### src/rtl/cpu_pkg.sv
// Shared CPU types: ROB tag / result widths and functional-unit source encoding.
package cpu_pkg;

    localparam int TAG_W  = 3;
    localparam int DATA_W = 32;

    typedef enum logic {
        ADD = 1'b0,
        MUL = 1'b1
    } fu_src_t;

endpackage

### src/rtl/result_fifo.sv
// Per-FU result queue of {tag,value} entries with registered occupancy count.
module result_fifo
    import cpu_pkg::*;
#(
    parameter int TAG_W  = cpu_pkg::TAG_W,
    parameter int DATA_W = cpu_pkg::DATA_W,
    parameter int DEPTH  = 2
) (
    input  logic              clk,
    input  logic              reset,
    input  logic              flush,
    input  logic              push_valid,
    input  logic [TAG_W-1:0]  push_tag,
    input  logic [DATA_W-1:0] push_value,
    input  logic              pop,
    output logic              ready,
    output logic              not_empty,
    output logic [TAG_W-1:0]  head_tag,
    output logic [DATA_W-1:0] head_value
);

    localparam int PTR_W = (DEPTH > 2) ? 2 : 1;
    localparam int CNT_W = PTR_W + 1;

    typedef struct packed {
        logic [TAG_W-1:0]  tag;
        logic [DATA_W-1:0] value;
    } entry_t;

    entry_t             mem_q [DEPTH];
    entry_t             mem_d [DEPTH];
    logic [PTR_W-1:0]   wr_ptr_q, wr_ptr_d;
    logic [PTR_W-1:0]   rd_ptr_q, rd_ptr_d;
    logic [CNT_W-1:0]   count_q, count_d;
    logic               do_push;
    logic               do_pop;

    function automatic logic [PTR_W-1:0] next_ptr(input logic [PTR_W-1:0] p);
        return (p == PTR_W'(DEPTH - 1)) ? '0 : p + 1'b1;
    endfunction

    // Ready looks only at the registered count, so a same-cycle pop never frees a slot early.
    assign ready      = (count_q < CNT_W'(DEPTH));
    assign not_empty  = (count_q != '0);
    assign head_tag   = mem_q[rd_ptr_q].tag;
    assign head_value = mem_q[rd_ptr_q].value;

    assign do_push = push_valid & ready & ~flush;
    assign do_pop  = pop & not_empty & ~flush;

    always_comb begin
        mem_d    = mem_q;
        wr_ptr_d = wr_ptr_q;
        rd_ptr_d = rd_ptr_q;
        count_d  = count_q;
        if (flush) begin
            wr_ptr_d = '0;
            rd_ptr_d = '0;
            count_d  = '0;
        end else begin
            if (do_push) begin
                mem_d[wr_ptr_q] = '{tag: push_tag, value: push_value};
                wr_ptr_d        = next_ptr(wr_ptr_q);
            end
            if (do_pop) begin
                rd_ptr_d = next_ptr(rd_ptr_q);
            end
            unique case ({do_push, do_pop})
                2'b10:   count_d = count_q + 1'b1;
                2'b01:   count_d = count_q - 1'b1;
                default: count_d = count_q;
            endcase
        end
    end

    always_ff @(posedge clk or negedge reset) begin
        if (!reset) begin
            for (int unsigned i = 0; i < DEPTH; i++) begin
                mem_q[i] <= '0;
            end
            wr_ptr_q <= '0;
            rd_ptr_q <= '0;
            count_q  <= '0;
        end else begin
            mem_q    <= mem_d;
            wr_ptr_q <= wr_ptr_d;
            rd_ptr_q <= rd_ptr_d;
            count_q  <= count_d;
        end
    end

endmodule

### src/rtl/cdb_arbiter.sv
// Common data bus arbiter: two FU result queues, round-robin grant, registered CDB outputs.
module cdb_arbiter
    import cpu_pkg::*;
#(
    parameter int TAG_W  = cpu_pkg::TAG_W,
    parameter int DATA_W = cpu_pkg::DATA_W,
    parameter int DEPTH  = 2
) (
    input  logic              clk,
    input  logic              reset,
    input  logic              add_valid,
    input  logic [TAG_W-1:0]  add_tag,
    input  logic [DATA_W-1:0] add_value,
    output logic              add_ready,
    input  logic              mul_valid,
    input  logic [TAG_W-1:0]  mul_tag,
    input  logic [DATA_W-1:0] mul_value,
    output logic              mul_ready,
    input  logic              flush,
    output logic              cdb_valid,
    output logic [TAG_W-1:0]  cdb_tag,
    output logic [DATA_W-1:0] cdb_value,
    output logic              cdb_src
);

    logic              add_ne, mul_ne;
    logic [TAG_W-1:0]  add_head_tag, mul_head_tag;
    logic [DATA_W-1:0] add_head_value, mul_head_value;
    logic              grant_add, grant_mul;

    fu_src_t           last_grant_q, last_grant_d;
    logic              cdb_valid_q, cdb_valid_d;
    logic [TAG_W-1:0]  cdb_tag_q, cdb_tag_d;
    logic [DATA_W-1:0] cdb_value_q, cdb_value_d;
    fu_src_t           cdb_src_q, cdb_src_d;

    result_fifo #(
        .TAG_W  (TAG_W),
        .DATA_W (DATA_W),
        .DEPTH  (DEPTH)
    ) u_add_fifo (
        .clk        (clk),
        .reset      (reset),
        .flush      (flush),
        .push_valid (add_valid),
        .push_tag   (add_tag),
        .push_value (add_value),
        .pop        (grant_add),
        .ready      (add_ready),
        .not_empty  (add_ne),
        .head_tag   (add_head_tag),
        .head_value (add_head_value)
    );

    result_fifo #(
        .TAG_W  (TAG_W),
        .DATA_W (DATA_W),
        .DEPTH  (DEPTH)
    ) u_mul_fifo (
        .clk        (clk),
        .reset      (reset),
        .flush      (flush),
        .push_valid (mul_valid),
        .push_tag   (mul_tag),
        .push_value (mul_value),
        .pop        (grant_mul),
        .ready      (mul_ready),
        .not_empty  (mul_ne),
        .head_tag   (mul_head_tag),
        .head_value (mul_head_value)
    );

    // On a tie the source that did not win last time is served.
    assign grant_add = ~flush & add_ne & (~mul_ne | (last_grant_q == MUL));
    assign grant_mul = ~flush & mul_ne & (~add_ne | (last_grant_q == ADD));

    always_comb begin
        last_grant_d = last_grant_q;
        cdb_valid_d  = 1'b0;
        cdb_tag_d    = cdb_tag_q;
        cdb_value_d  = cdb_value_q;
        cdb_src_d    = cdb_src_q;
        if (grant_add) begin
            last_grant_d = ADD;
            cdb_valid_d  = 1'b1;
            cdb_tag_d    = add_head_tag;
            cdb_value_d  = add_head_value;
            cdb_src_d    = ADD;
        end else if (grant_mul) begin
            last_grant_d = MUL;
            cdb_valid_d  = 1'b1;
            cdb_tag_d    = mul_head_tag;
            cdb_value_d  = mul_head_value;
            cdb_src_d    = MUL;
        end
    end

    always_ff @(posedge clk or negedge reset) begin
        if (!reset) begin
            last_grant_q <= MUL;
            cdb_valid_q  <= 1'b0;
            cdb_tag_q    <= '0;
            cdb_value_q  <= '0;
            cdb_src_q    <= ADD;
        end else begin
            last_grant_q <= last_grant_d;
            cdb_valid_q  <= cdb_valid_d;
            cdb_tag_q    <= cdb_tag_d;
            cdb_value_q  <= cdb_value_d;
            cdb_src_q    <= cdb_src_d;
        end
    end

    assign cdb_valid = cdb_valid_q;
    assign cdb_tag   = cdb_tag_q;
    assign cdb_value = cdb_value_q;
    assign cdb_src   = cdb_src_q;

endmodule

### config.mk
export PLATFORM = sky130hd
export DESIGN_NAME = cdb_arbiter
export DESIGN_NICKNAME = d
export VERILOG_FILES = /design/src/rtl/cpu_pkg.sv /design/src/rtl/result_fifo.sv /design/src/rtl/cdb_arbiter.sv
export SDC_FILE = /design/constraint.sdc
export NUM_CORES = 1
export LEC_CHECK = 0
export ABC_AREA = 1
export CAP_MARGIN = 10
export CORE_MARGIN = 2
export CORE_UTILIZATION = 55
export DETAILED_ROUTE_END_ITERATION = 10
export HOLD_SLACK_MARGIN = 0.02
export PLACE_DENSITY = 0.85
export SLEW_MARGIN = 0
export SYNTH_ARGS = -nofsm -noshare
export SYNTH_HDL_FRONTEND = slang
export SYNTH_SLANG_ARGS = --single-unit
### constraint.sdc
create_clock -name clk -period 1.5 [get_ports clk]
set_input_delay 0.45 -clock clk [delete_from_list [all_inputs] [get_ports clk]]
set_output_delay 0.45 -clock clk [all_outputs]
set_load 0.01 [all_outputs]
### After elaboration in Yosys (flattened, before gate mapping)

Index checks and enable logic that the tools add are counted.

| word-level totals | value |
|---|---|
| bits in registers | 186 |
| bits of input ports | 75 |

| cells by class | value |
|---|---|
| $add $sub $neg | 8 |
| order comparisons | 8 |
| equality and inequality tests | 4 |
| muxes and demuxes | 36 |
| bitwise gates (word level) | 22 |
| reductions and logical operators | 13 |

Operators by type and width:

| cell | number |
|---|---|
| $mux W35 | 8 |
| $bwmux W70 | 2 |
| $demux W35 S1 | 2 |
| $mux W32 | 2 |
| $mux W1 | 16 |
| $reduce_bool A2 Y1 | 7 |
| $and A1 B1 Y1 | 12 |
| $ge A2 B2 Y1 const B | 4 |
| $not A1 Y2 | 4 |
| $pmux W2 S2 | 2 |
| $mux W3 | 2 |
| $reduce_bool A3 Y1 | 2 |
| $add A1 B1 Y1 const B | 4 |
| $add A2 B1 Y2 const B | 2 |
| $eq A2 B1 Y1 const B | 2 |
| $eq A2 B2 Y1 const B | 2 |
| $lt A2 B1 Y1 const B | 2 |
| $lt A2 B2 Y1 const B | 2 |
| $mux W2 | 2 |
| $not A1 Y1 | 4 |
| $reduce_and A2 Y1 | 2 |
| $sub A2 B1 Y2 const B | 2 |
| $logic_and A1 B1 Y1 | 2 |
| $or A1 B1 Y1 | 2 |

### Depth between registers and ports, before layout

Gate-level depths: netlist of run 1.

| depth | value |
|---|---|
| depth after elaboration | 9 |
| gate-level depth with buffers | 8 |
| mapped depth without buffers | 8 |

### By module

From an unflattened synthesis of run 1, not the netlist that was laid out.

| second synthesis, totals | value |
|---|---|
| cells, all modules | 1096 |
| area total of the unflattened synthesis | 9432.8 um2 |

Modules (own cells, without submodules):

| module | instances | cells each | area an instance (um2) |
|---|---|---|---|
| result_fifo | 2 | 409 | 3728.6 |
| cdb_arbiter | 1 | 278 | 1975.6 |

### Least setup slack after synthesis of run 1

Ideal clock, no wire load.

| timing path | value |
|---|---|
| kind | register to register |
| from | register u_mul_fifo.count_q[1] |
| to | register u_mul_fifo.mem_q[63] (netlist name) |
| setup time | 0.117 ns |
| arrival | 1.174 ns |
| required time | 1.383 ns |
| path slack | 0.209 ns |
| cell stages (with the launch flop) | 8 |
| path buffers | 1 |
| cell sequence | dfrtp_1 > inv_1 > nand2_2 > nand2_4 > nand3_4 > buf_6 > nand2_2 > o21ai_2 |

| on the way | value |
|---|---|
| word-level cells in the longest chain between the ends | 4 |

RTL lines:

| element | RTL line | RTL |
|---|---|---|
| start, declared | result_fifo.sv:34 | `logic [CNT_W-1:0] count_q, count_d;` |
| start signal, assigned | result_fifo.sv:88 | `count_q <= count_d;` |
| $lt A2 B2 Y1 | result_fifo.sv:43 | `assign ready = (count_q < CNT_W'(DEPTH));` |
| named net mul_ready | cdb_arbiter.sv:18 | `output logic mul_ready,` |
| $and A1 B1 Y1 (2 in a row) | result_fifo.sv:48 | `assign do_push = push_valid & ready & ~flush;` |
| $reduce_and A2 Y1 (no source line) | -- |  |
| end signal, assigned | result_fifo.sv:85 | `mem_q <= mem_d;` |
| end, declared | result_fifo.sv:30 | `entry_t mem_q [DEPTH];` |

The timed path passes the listed nets, and every way through them passes these cells.
A chain may end at the register's enable or synchronous reset.

### Worst setup path after layout of run 1

| timing path | value |
|---|---|
| from | register cdb_value_q[15] (netlist: cdb_value[15]) |
| to | output cdb_value[15] |

RTL lines:

| element | RTL line | RTL |
|---|---|---|
| start, declared | cdb_arbiter.sv:34 | `logic [DATA_W-1:0] cdb_value_q, cdb_value_d;` |
| start signal, assigned | cdb_arbiter.sv:109 | `cdb_value_q <= cdb_value_d;` |
| end, declared | cdb_arbiter.sv:22 | `output logic [DATA_W-1:0] cdb_value,` |

No word-level cell between the ends.

==> results.txt, run 1 <==
CP endpoint kind: primary output
Final period util: 0.9847
Vias in the first global route: 6385
Worst path max stage delay: 0.43 ns
# DRC: 0
Top cells by count, synth: nand2_1, dfrtp_1, o21ai_0
NetSw: 0.007289 W
Die footprint: 16090 sq um
Antenna diode count: 0
GRT Util Overall: 0.2646
Layout Skew: 0.006512 ns
Max cap viols: 0
Syn avg cell area: 9.710 sq um
Worst path bufs/invs: 1
Root Buffer: clkbuf_16
Critical path's slowest cell: dfrtp_1
Starting Density: 0.5669
Num ports: 114
Port Buffer Count: 113
Slew Limit Fails: 0
Cell-internal power: 0.01303 W
Final antenna-violating net count: 0
Cell family with the largest share of critical-path delay: flip-flops
Hold slack: 0.4499 ns
Sw Ratio: 0.3587
Wirelength, routed: 20030 um
Dpl hpwl: 13890 um
Clk Latency, worst-skew pair: 0.44 ns
Layout filler cell count: 1016
First-pass GRT wire length: 33150 um
CORE AREA: 14640 sq um
CTS clk-pin slew, worst paths: 0.07 ns
Total congestion overflow: 0
TritonCTS buffer count: 17
First-pass iteration count of the detailed router: 5
Cell Chain, Critical Path: buf_2
Layout cells sized above 1: 0.2095
CTS Sinks: 186
Placed Area: 9882 sq um
Logic pwr share: 0.355
Synth async-reset ratio: 1.000
Total number of H-tree levels: 4
Synth cell types: 34
Post-synthesis sequential area ratio: 0.5608
Dominant cell type by area after synthesis: dfrtp_1
Synth warn: 0
Critical path class: reg2out
Hold WC Path Type: in2async
Clock Power Share: 0.216
Layout area overhead: 24.39%
Slew Limit Headroom: 0.7501
Power density cells: 1968 nW/um^2
Achievable Freq: 677.0 MHz
Nets: 1071
Run status: finished clean
Routability Congestion: 0.9244
Die H: 126.9 um
Ys flop type: dfrtp_1
Synth Register Bits: 186
CTS tree: yes
Finished Cell Area: 10330 sq um
DR iter-0 viols: 559
Routed wire length per instance: 16.82 um
Worst IR Drop VDD: 1163 uV
Post-Syn Nets: 930
Worst Tran Pin Value: 0.3644 ns
Clock Tree Buf Depth: 2
Largest net degree at the start of global routing: 49
Seq pwr share: 0.429
CP max FO: 2
PnR Total Power: 0.02032 W
Final setup fails: 0
Synth top area share: 0.5576
Vias/cell: 5.431
Initial antenna violation count: 0
RSZ-0062 raised after global routing: yes
Cell with the most instances after synthesis: nand2_1
Post-synth EDFFs: 0
Place WS: -0.4278 ns
FP Rows: 44
Cells after synthesis: 855
Synthesized cell area: 8302 sq um
LEAKAGE: 5.095 nW
Setup TNS Final: 0 ns
Min Tclk post-route: 1.477 ns
Critical path data required time: 1.05 ns
Worst setup margin: 0.02300 ns
Vias post-DR: 6468
CP Data Arrival Time: 1.03 ns
Die Width: 126.9 um
Number of failing hold endpoints at the final stage: 0
Worst setup SP type: flip-flop
Synth top area cells: dfrtp_1, nand2_1, o21ai_0
power groups by stage:
stage | clock network [W] | registers [W] | logic [W]
2_1_floorplan | 0 | 0.00847 | 0.00459
3_3_place_gp | 0 | 0.00858 | 0.00712
3_5_place_dp | 0 | 0.00869 | 0.00741
4_1_cts | 0.00441 | 0.00867 | 0.00717
5_1_grt | 0.00462 | 0.00894 | 0.00801
6_report | 0.00438 | 0.00873 | 0.00721
layout by cell type, fill, tap and decap left out, types with 27 or more instances in the layout:
| cell type | instances |
|---|---|
| o21ai_2 | 36 |
| buf_2 | 39 |
| mux2i_1 | 35 |
| o211ai_1 | 27 |
| clkdlybuf4s50_1 | 72 |
| o21ai_0 | 105 |
| inv_1 | 78 |
| nand2_1 | 267 |
| dfrtp_1 | 185 |
| buf_4 | 41 |
final timing paths:
path | start | end | slack [ns] | depth (start not counted)
max reg2reg | u_mul_fifo.count_q[1] | cdb_value[14] | 0.05 | 7
min | reset | u_mul_fifo.mem_q[59] | 0.45 | 2
max in group asynchronous | reset | u_add_fifo.mem_q[3] | 0.50 | 3
min reg2reg | u_add_fifo.mem_q[1] | u_add_fifo.mem_q[1] | 0.48 | 2
max | cdb_value[15] | cdb_value[15] | 0.02 | 1
min in group clk | flush | u_mul_fifo.count_q[1] | 0.45 | 4
cells by family after synthesis:
kind of cell    count (synthesis)  synth area share
compound gates                185            0.1439
buf+inv                       130           0.07822
flops                         186            0.5608
mux                            54           0.06797
simple gates                  300            0.1491
state kept, by name, indices dropped and copies added, names as in the netlist:
name,count
u_add_fifo.mem_q,70
u_mul_fifo.mem_q,70
cdb_value,32
cdb_tag,3
u_add_fifo.count_q,2
u_mul_fifo.count_q,2
cdb_src,1
cdb_valid,1
last_grant_q,1
u_add_fifo.rd_ptr_q,1
u_add_fifo.wr_ptr_q,1
u_mul_fifo.rd_ptr_q,1
u_mul_fifo.wr_ptr_q,1
through the flow:
| step | util | cells |
|---|---|---|
| CTS | 0.7039 | 1191 |
| finish | 0.7051 | 1191 |
| global placement | 0.6748 | 1155 |
| floorplan | - | 855 |
| global route | 0.7051 | 1191 |
| detailed placement | 0.6748 | 1155 |
area by class of cell:
class,count,area (sq um),area share
sequential,186,4656,0.4509
multi-input combinational,539,3010,0.2915
timing repair buffer,169,1538,0.1489
clock buffer,23,478.0,0.04629
inverter,83,321.6,0.03114
tap,184,230.2,0.02229
clock inverter,7,92.59,0.008966
layer usage:
layer  vias to the layer above  global-route usage  part of all wire
met5                         -                   0                 0
met4                         0              0.1164             0.035
met3                        49             0.05609             0.061
met2                       241              0.4039              0.47
met1                      3115              0.3699              0.44
li1                       3063                   -                 -
timing repair:
| item | CTS | global route |
|---|---|---|
| hold buffers | 1 | 0 |
| gates resized for setup | 157 | 9 |
| buffers inserted | 5 | 0 |
| gates cloned | 0 | 0 |
| endpoints found under the setup margin | 41 | 24 |
| endpoints found under the hold margin | 18 | 0 |
No activity file was read; power rests on OpenSTA's default activity.
==> run 2, diff against run 1 <==
Settings changed: HOLD_SLACK_MARGIN 0.02 to 0.03, TNS_END_PERCENT set to 100.
==> results of run 2 <==
Same layout as run 1: the final DEF is identical, and so are final timing and power.
